==> src/rtl/stim_prog_pkg.sv <==
// stim_prog_pkg: shared stim_sequencer register map, prog field widths and arbiter FSM encoding
package stim_prog_pkg;
  localparam logic [3:0] ADDR_TRIGGER_CFG = 4'd0;
  localparam logic [3:0] ADDR_SHAPE_CFG = 4'd1;
  localparam logic [3:0] ADDR_START_STIM = 4'd4;
  localparam logic [3:0] ADDR_PHASE2 = 4'd5;
  localparam logic [3:0] ADDR_END_STIM = 4'd7;
  localparam logic [3:0] ADDR_EVENT_END = 4'd13;
  localparam int MOD_W = 5;
  localparam int CH_W = 4;
  localparam int ADDR_W = 4;
  localparam int WORD_W = 16;
  typedef enum logic [1:0] {IDLE, SETUP, TRIG} state_t;
endpackage

==> src/rtl/rr_arbiter.sv <==
// rr_arbiter: combinational rotate-priority picker, searching upward from ptr + 1
module rr_arbiter #(
  parameter int N = 4,
  localparam int IW = $clog2(N)
) (
  input  logic [N-1:0]  req,
  input  logic [IW-1:0] ptr,
  output logic [N-1:0]  gnt,
  output logic [IW-1:0] idx
);
  logic [IW-1:0] j;
  always_comb begin
    idx = '0;
    j = '0;
    // Walk from the farthest slot back to the nearest so the nearest valid one wins
    for (int i = N; i >= 1; i--) begin
      j = IW'((int'(ptr) + i) % N);
      if (req[j]) idx = j;
    end
    gnt = (|req) ? (N'(1) << idx) : '0;
  end
endmodule

==> src/rtl/stim_prog_arbiter.sv <==
// stim_prog_arbiter: round-robin, burst-locking arbiter onto the stim_sequencer programming bus
module stim_prog_arbiter
  import stim_prog_pkg::*;
#(
  parameter int N_REQ = 4,
  parameter int LOCK_TIMEOUT = 1024,
  parameter int CNT_W = 16,
  localparam int IW = $clog2(N_REQ)
) (
  input  logic                    clk,
  input  logic                    reset,
  input  logic [N_REQ-1:0]        req_valid,
  input  logic [N_REQ-1:0]        req_last,
  input  logic [MOD_W*N_REQ-1:0]  req_module,
  input  logic [CH_W*N_REQ-1:0]   req_channel,
  input  logic [ADDR_W*N_REQ-1:0] req_address,
  input  logic [WORD_W*N_REQ-1:0] req_word,
  output logic [N_REQ-1:0]        req_ready,
  output logic [MOD_W-1:0]        prog_module,
  output logic [CH_W-1:0]         prog_channel,
  output logic [ADDR_W-1:0]       prog_address,
  output logic [WORD_W-1:0]       prog_word,
  output logic                    prog_trig,
  output logic [IW-1:0]           grant_id,
  output logic                    locked,
  output logic                    busy,
  output logic                    lock_abort,
  output logic [CNT_W-1:0]        write_count
);
  localparam int TW = LOCK_TIMEOUT > 1 ? $clog2(LOCK_TIMEOUT) : 1;
  localparam logic [TW-1:0] T_LAST = TW'(LOCK_TIMEOUT - 1);
  state_t state;
  logic [IW-1:0] ptr, arb_idx, cand;
  logic [N_REQ-1:0] arb_gnt;
  logic [TW-1:0] tcnt;
  logic accept;
  rr_arbiter #(.N(N_REQ)) u_rr (.req(req_valid), .ptr(ptr), .gnt(arb_gnt), .idx(arb_idx));
  // While locked only the owner may be served; everyone else keeps waiting
  assign cand = locked ? grant_id : arb_idx;
  assign req_ready = (!reset && state == IDLE)
                   ? (locked ? (N_REQ'(req_valid[grant_id]) << grant_id) : arb_gnt) : '0;
  assign accept = |req_ready;
  assign busy = (state != IDLE) || locked;
  always_ff @(posedge clk) begin
    if (reset) begin
      state <= IDLE;
      prog_module <= '0;
      prog_channel <= '0;
      prog_address <= '0;
      prog_word <= '0;
      prog_trig <= 1'b0;
      grant_id <= '0;
      ptr <= IW'(N_REQ - 1);
      locked <= 1'b0;
      lock_abort <= 1'b0;
      write_count <= '0;
      tcnt <= '0;
    end else begin
      lock_abort <= 1'b0;
      prog_trig <= state == SETUP;
      case (state)
        IDLE: begin
          if (accept) begin
            prog_module <= req_module[MOD_W*cand +: MOD_W];
            prog_channel <= req_channel[CH_W*cand +: CH_W];
            prog_address <= req_address[ADDR_W*cand +: ADDR_W];
            prog_word <= req_word[WORD_W*cand +: WORD_W];
            grant_id <= cand;
            ptr <= cand;
            locked <= !req_last[cand];
            tcnt <= '0;
            state <= SETUP;
          end else if (locked && LOCK_TIMEOUT != 0) begin
            // Owner went quiet: count idle cycles and break the lock on expiry
            if (tcnt == T_LAST) begin
              locked <= 1'b0;
              lock_abort <= 1'b1;
              tcnt <= '0;
            end else begin
              tcnt <= tcnt + 1'b1;
            end
          end
        end
        SETUP: state <= TRIG;
        TRIG: begin
          state <= IDLE;
          write_count <= write_count + 1'b1;
        end
        default: state <= IDLE;
      endcase
    end
  end
endmodule

==> config.mk <==
export PLATFORM = sky130hd
export DESIGN_NAME = stim_prog_arbiter
export DESIGN_NICKNAME = d
export VERILOG_FILES = /design/src/rtl/stim_prog_pkg.sv /design/src/rtl/rr_arbiter.sv /design/src/rtl/stim_prog_arbiter.sv
export SDC_FILE = /design/constraint.sdc
export NUM_CORES = 1
export LEC_CHECK = 0
export ABC_CLOCK_PERIOD_IN_PS = 4800
export CAP_MARGIN = 20
export CORE_ASPECT_RATIO = 0.75
export CORE_MARGIN = 2
export CORE_UTILIZATION = 64
export DETAILED_ROUTE_END_ITERATION = 10
export DONT_BUFFER_PORTS = 1
export GPL_TIMING_DRIVEN = 0
export PLACE_DENSITY = 0.85
export SETUP_SLACK_MARGIN = 0.3
export SYNTH_ARGS = -nofsm -noshare
export SYNTH_HDL_FRONTEND = slang
export SYNTH_SLANG_ARGS = --single-unit
==> constraint.sdc <==
create_clock -name clk -period 4.8 [get_ports clk]
set_input_delay 0.72 -clock clk [delete_from_list [all_inputs] [get_ports clk]]
set_output_delay 0.72 -clock clk [all_outputs]
set_load 0.01 [all_outputs]
==> flow_summary.json <==
{
  "gp_congestion": 0.977,
  "drt.antenna.violating_nets": 0,
  "cp_data_arrival_time_ps": 2480,
  "core_sq_um": 5920,
  "hpwlAfterDp_mm": 9.38,
  "clockBufferDepth": 2,
  "async_flop_share_pct": 0,
  "die_area_sq_um": 6890,
  "die_y_microns": 72.4,
  "path_cells": "buf_2 > clkinv_1 > nor2_1 > clkbuf_1 > nand3_1 > a21oi_1",
  "setup_violations": 0,
  "ff2ff_path_depth": 7,
  "clkTransAtPathRegs_ps": 70,
  "timing.fmax_mhz": 313,
  "post_cts_buffers": 0,
  "avgSynthCellArea_sq_um": 7.27,
  "fin_tns_setup_ps": 0,
  "cp-end-kind": "primary output",
  "final_nets": 688,
  "grt-ovfl-total": 0,
  "grt_pass1_vias": 4158,
  "yosys-top-cells-area": "dfxtp_1, a21oi_1, a32o_1, nand2_1, nand4_1",
  "crit_family": "buffers and inverters",
  "cts-root-buf": "clkbuf_8",
  "hp-class": "reg -> reg",
  "synth_area_sq_um": 3990,
  "diodes": 0,
  "share_seq_of_total_power_pct": 30.9,
  "post_drt_wl_per_cell_microns": 20.2,
  "cts-htree-levels": 3,
  "slowest_stage": "clkbuf_1",
  "routed_wirelength_mm": 13.0,
  "drv_slew": 0,
  "grt_max_degree": 13,
  "numClockSinks": 64,
  "antenna_found_initial": 0,
  "p_clk_share_pct": 19.4,
  "grt_pass1_wl_mm": 19.6,
  "drive_above_1_share_pct": 8.50,
  "critical_path_depth": 6,
  "first_pass_iters": 5,
  "rows": 24,
  "hold_violations": 0,
  "path_max_fanout": 10,
  "ys_ff_latch": 64,
  "powerDensity_nw_per_um2": 648,
  "die_width_microns": 95.2,
  "yosys.area.top_type_share_pct": 32.1,
  "slew-limit-headroom_pct": 53.2,
  "p_sw_share_pct": 46.9,
  "finish.instance_area_sq_um": 4320,
  "max_stage_delay_ps": 430,
  "placed_area_sq_um": 4090,
  "synth_top_cell_by_area": "dfxtp_1",
  "start_util_pct": 67.4,
  "grt.total_usage_pct": 36.3,
  "start_kind": "flip-flop",
  "drv_cap": 0,
  "yosysSeqAreaShare_pct": 32.1,
  "cts_buffers": 9,
  "drc": 0,
  "clk_latency_ps": 350,
  "power_frac_comb_pct": 49.7,
  "synth.net_count": 677,
  "viasPerCell": 7.09,
  "cp.required_ps": 4080,
  "hold_buffers": 0,
  "cts_tree": "built",
  "status": "finished clean",
  "vias": 4557,
  "critical_path_class": "reg -> out",
  "p_leak_uw": 0.00152,
  "pin_count": 181,
  "synth-warning-count": 0,
  "yosysUniqueCellTypes": 47,
  "syn2layout_area_growth_pct": 8.15,
  "synthFlopType": "dfxtp_1",
  "synth_edf_count": 0,
  "crit_buf_inv": 3,
  "period_minus_slack_ps": 3200,
  "postCtsResizedCells": 0,
  "rsz0062_at_grt": "no",
  "hold_depth": 2,
  "fin_crit_sh_pct": 66.7,
  "intPower_uw": 1480,
  "finClkSkew_ps": 13.5,
  "worstMarginPinSlew_ps": 696,
  "postSynthCellCount": 549,
  "switching_power_uw": 1310,
  "ir_drop_uv": 418,
  "portBuffers": 0,
  "drt_iter0_drc": 466
}
synthesized netlist by cell type, drive strengths merged (2+ instances only):
cell    number
a21oi      106
a311oi       2
a32o        29
and3         4
and4         3
buf         15
clkbuf      34
dfxtp       64
ha           2
inv          2
mux2i        6
nand2       74
nand2b       6
nand3       40
nand4       35
nor2        32
nor2b        4
nor3         9
nor3b        3
o21ai       39
or2          2
or3          9
xnor2        5
xor2         9
stage by stage:
step	cells	setup WS, ps	hold WS (ps)	power (uW)	util (%)
floorplan	549	2140	453	1870	-
global route	643	1460	521	2970	72.9
global placement	627	1950	464	2150	69.1
CTS	643	1620	500	2750	72.9
finish	643	1600	497	2800	72.9
detailed placement	627	1940	491	2220	69.1
registers in the layout, summed over array words and instances (netlist names):
name / count
state: 2
locked: 1
tcnt: 10
prog_module: 5
ptr: 2
prog_trig: 1
lock_abort: 1
grant_id: 2
prog_word: 16
write_count: 16
prog_channel: 4
prog_address: 4
layout make-up:
type	instances	area (sq um)
plain buffers	49	218
multi-input cells	433	2480
inverters	3	11.3
clock inverters	6	90.1
flip-flops and latches	64	1280
fillers	518	1600
clock buffers	10	138
well taps	78	97.6
cell families after synthesis:
kind of cell               synth area share [%]
buffers and inverters                      5.74
muxes                                      1.51
AOI/OAI and AO/OA                          28.5
and+or+nand+nor                            28.4
xor gates and xnor gates                   3.07
DFF                                        32.1
adders and majority gates                 0.627
metal layers:
metal / vias to the layer above / wire length, microns / GRT usage [%]
li1: 2045 / - / -
met1: 2111 / 4980 / 44.9
met2: 344 / 5950 / 57.4
met3: 57 / 1650 / 10.8
met4: 0 / 420 / 18.2
met5: - / 0 / 0
power by group through the flow:
stage | Sequential [uW] | Combinational, uW | Clock, uW
5_1_grt | 875 | 1530 | 562
3_3_place_gp | 865 | 1290 | 0
6_report | 865 | 1390 | 543
2_1_floorplan | 828 | 1040 | 0
4_1_cts | 860 | 1350 | 538
3_5_place_dp | 873 | 1350 | 0
cell usage in the layout, fill, tap and decap left out, drive strengths merged, types with 4 or more instances in the layout:
cell type  netlist  final
a21oi          106    106
a32o            29     29
and3             4      4
buf             15     15
clkbuf          34     44
dfxtp           64     64
mux2i            6      6
nand2           74     74
nand2b           6      6
nand3           40     40
nand4           35     35
nor2            32     32
nor2b            4      4
nor3             9      9
o21ai           39     39
or3              9      9
xnor2            5      5
xor2             9      9
path summary, 6_finish.rpt:
check | start | slack [ps] | endpoint
setup / recovery | locked | 1600 | req_ready[1]
hold / removal | tcnt[1] | 500 | tcnt[1]
setup reg to reg | grant_id[0] | 2270 | prog_address[3]
hold reg to reg | tcnt[1] | 500 | tcnt[1]
worst min-delay path, stage by stage, from the launching register on:
cell,delay [ps]
dfxtp_1,330
nand2_1,80
a21oi_2,50
(Power assumes the default switching activity.)
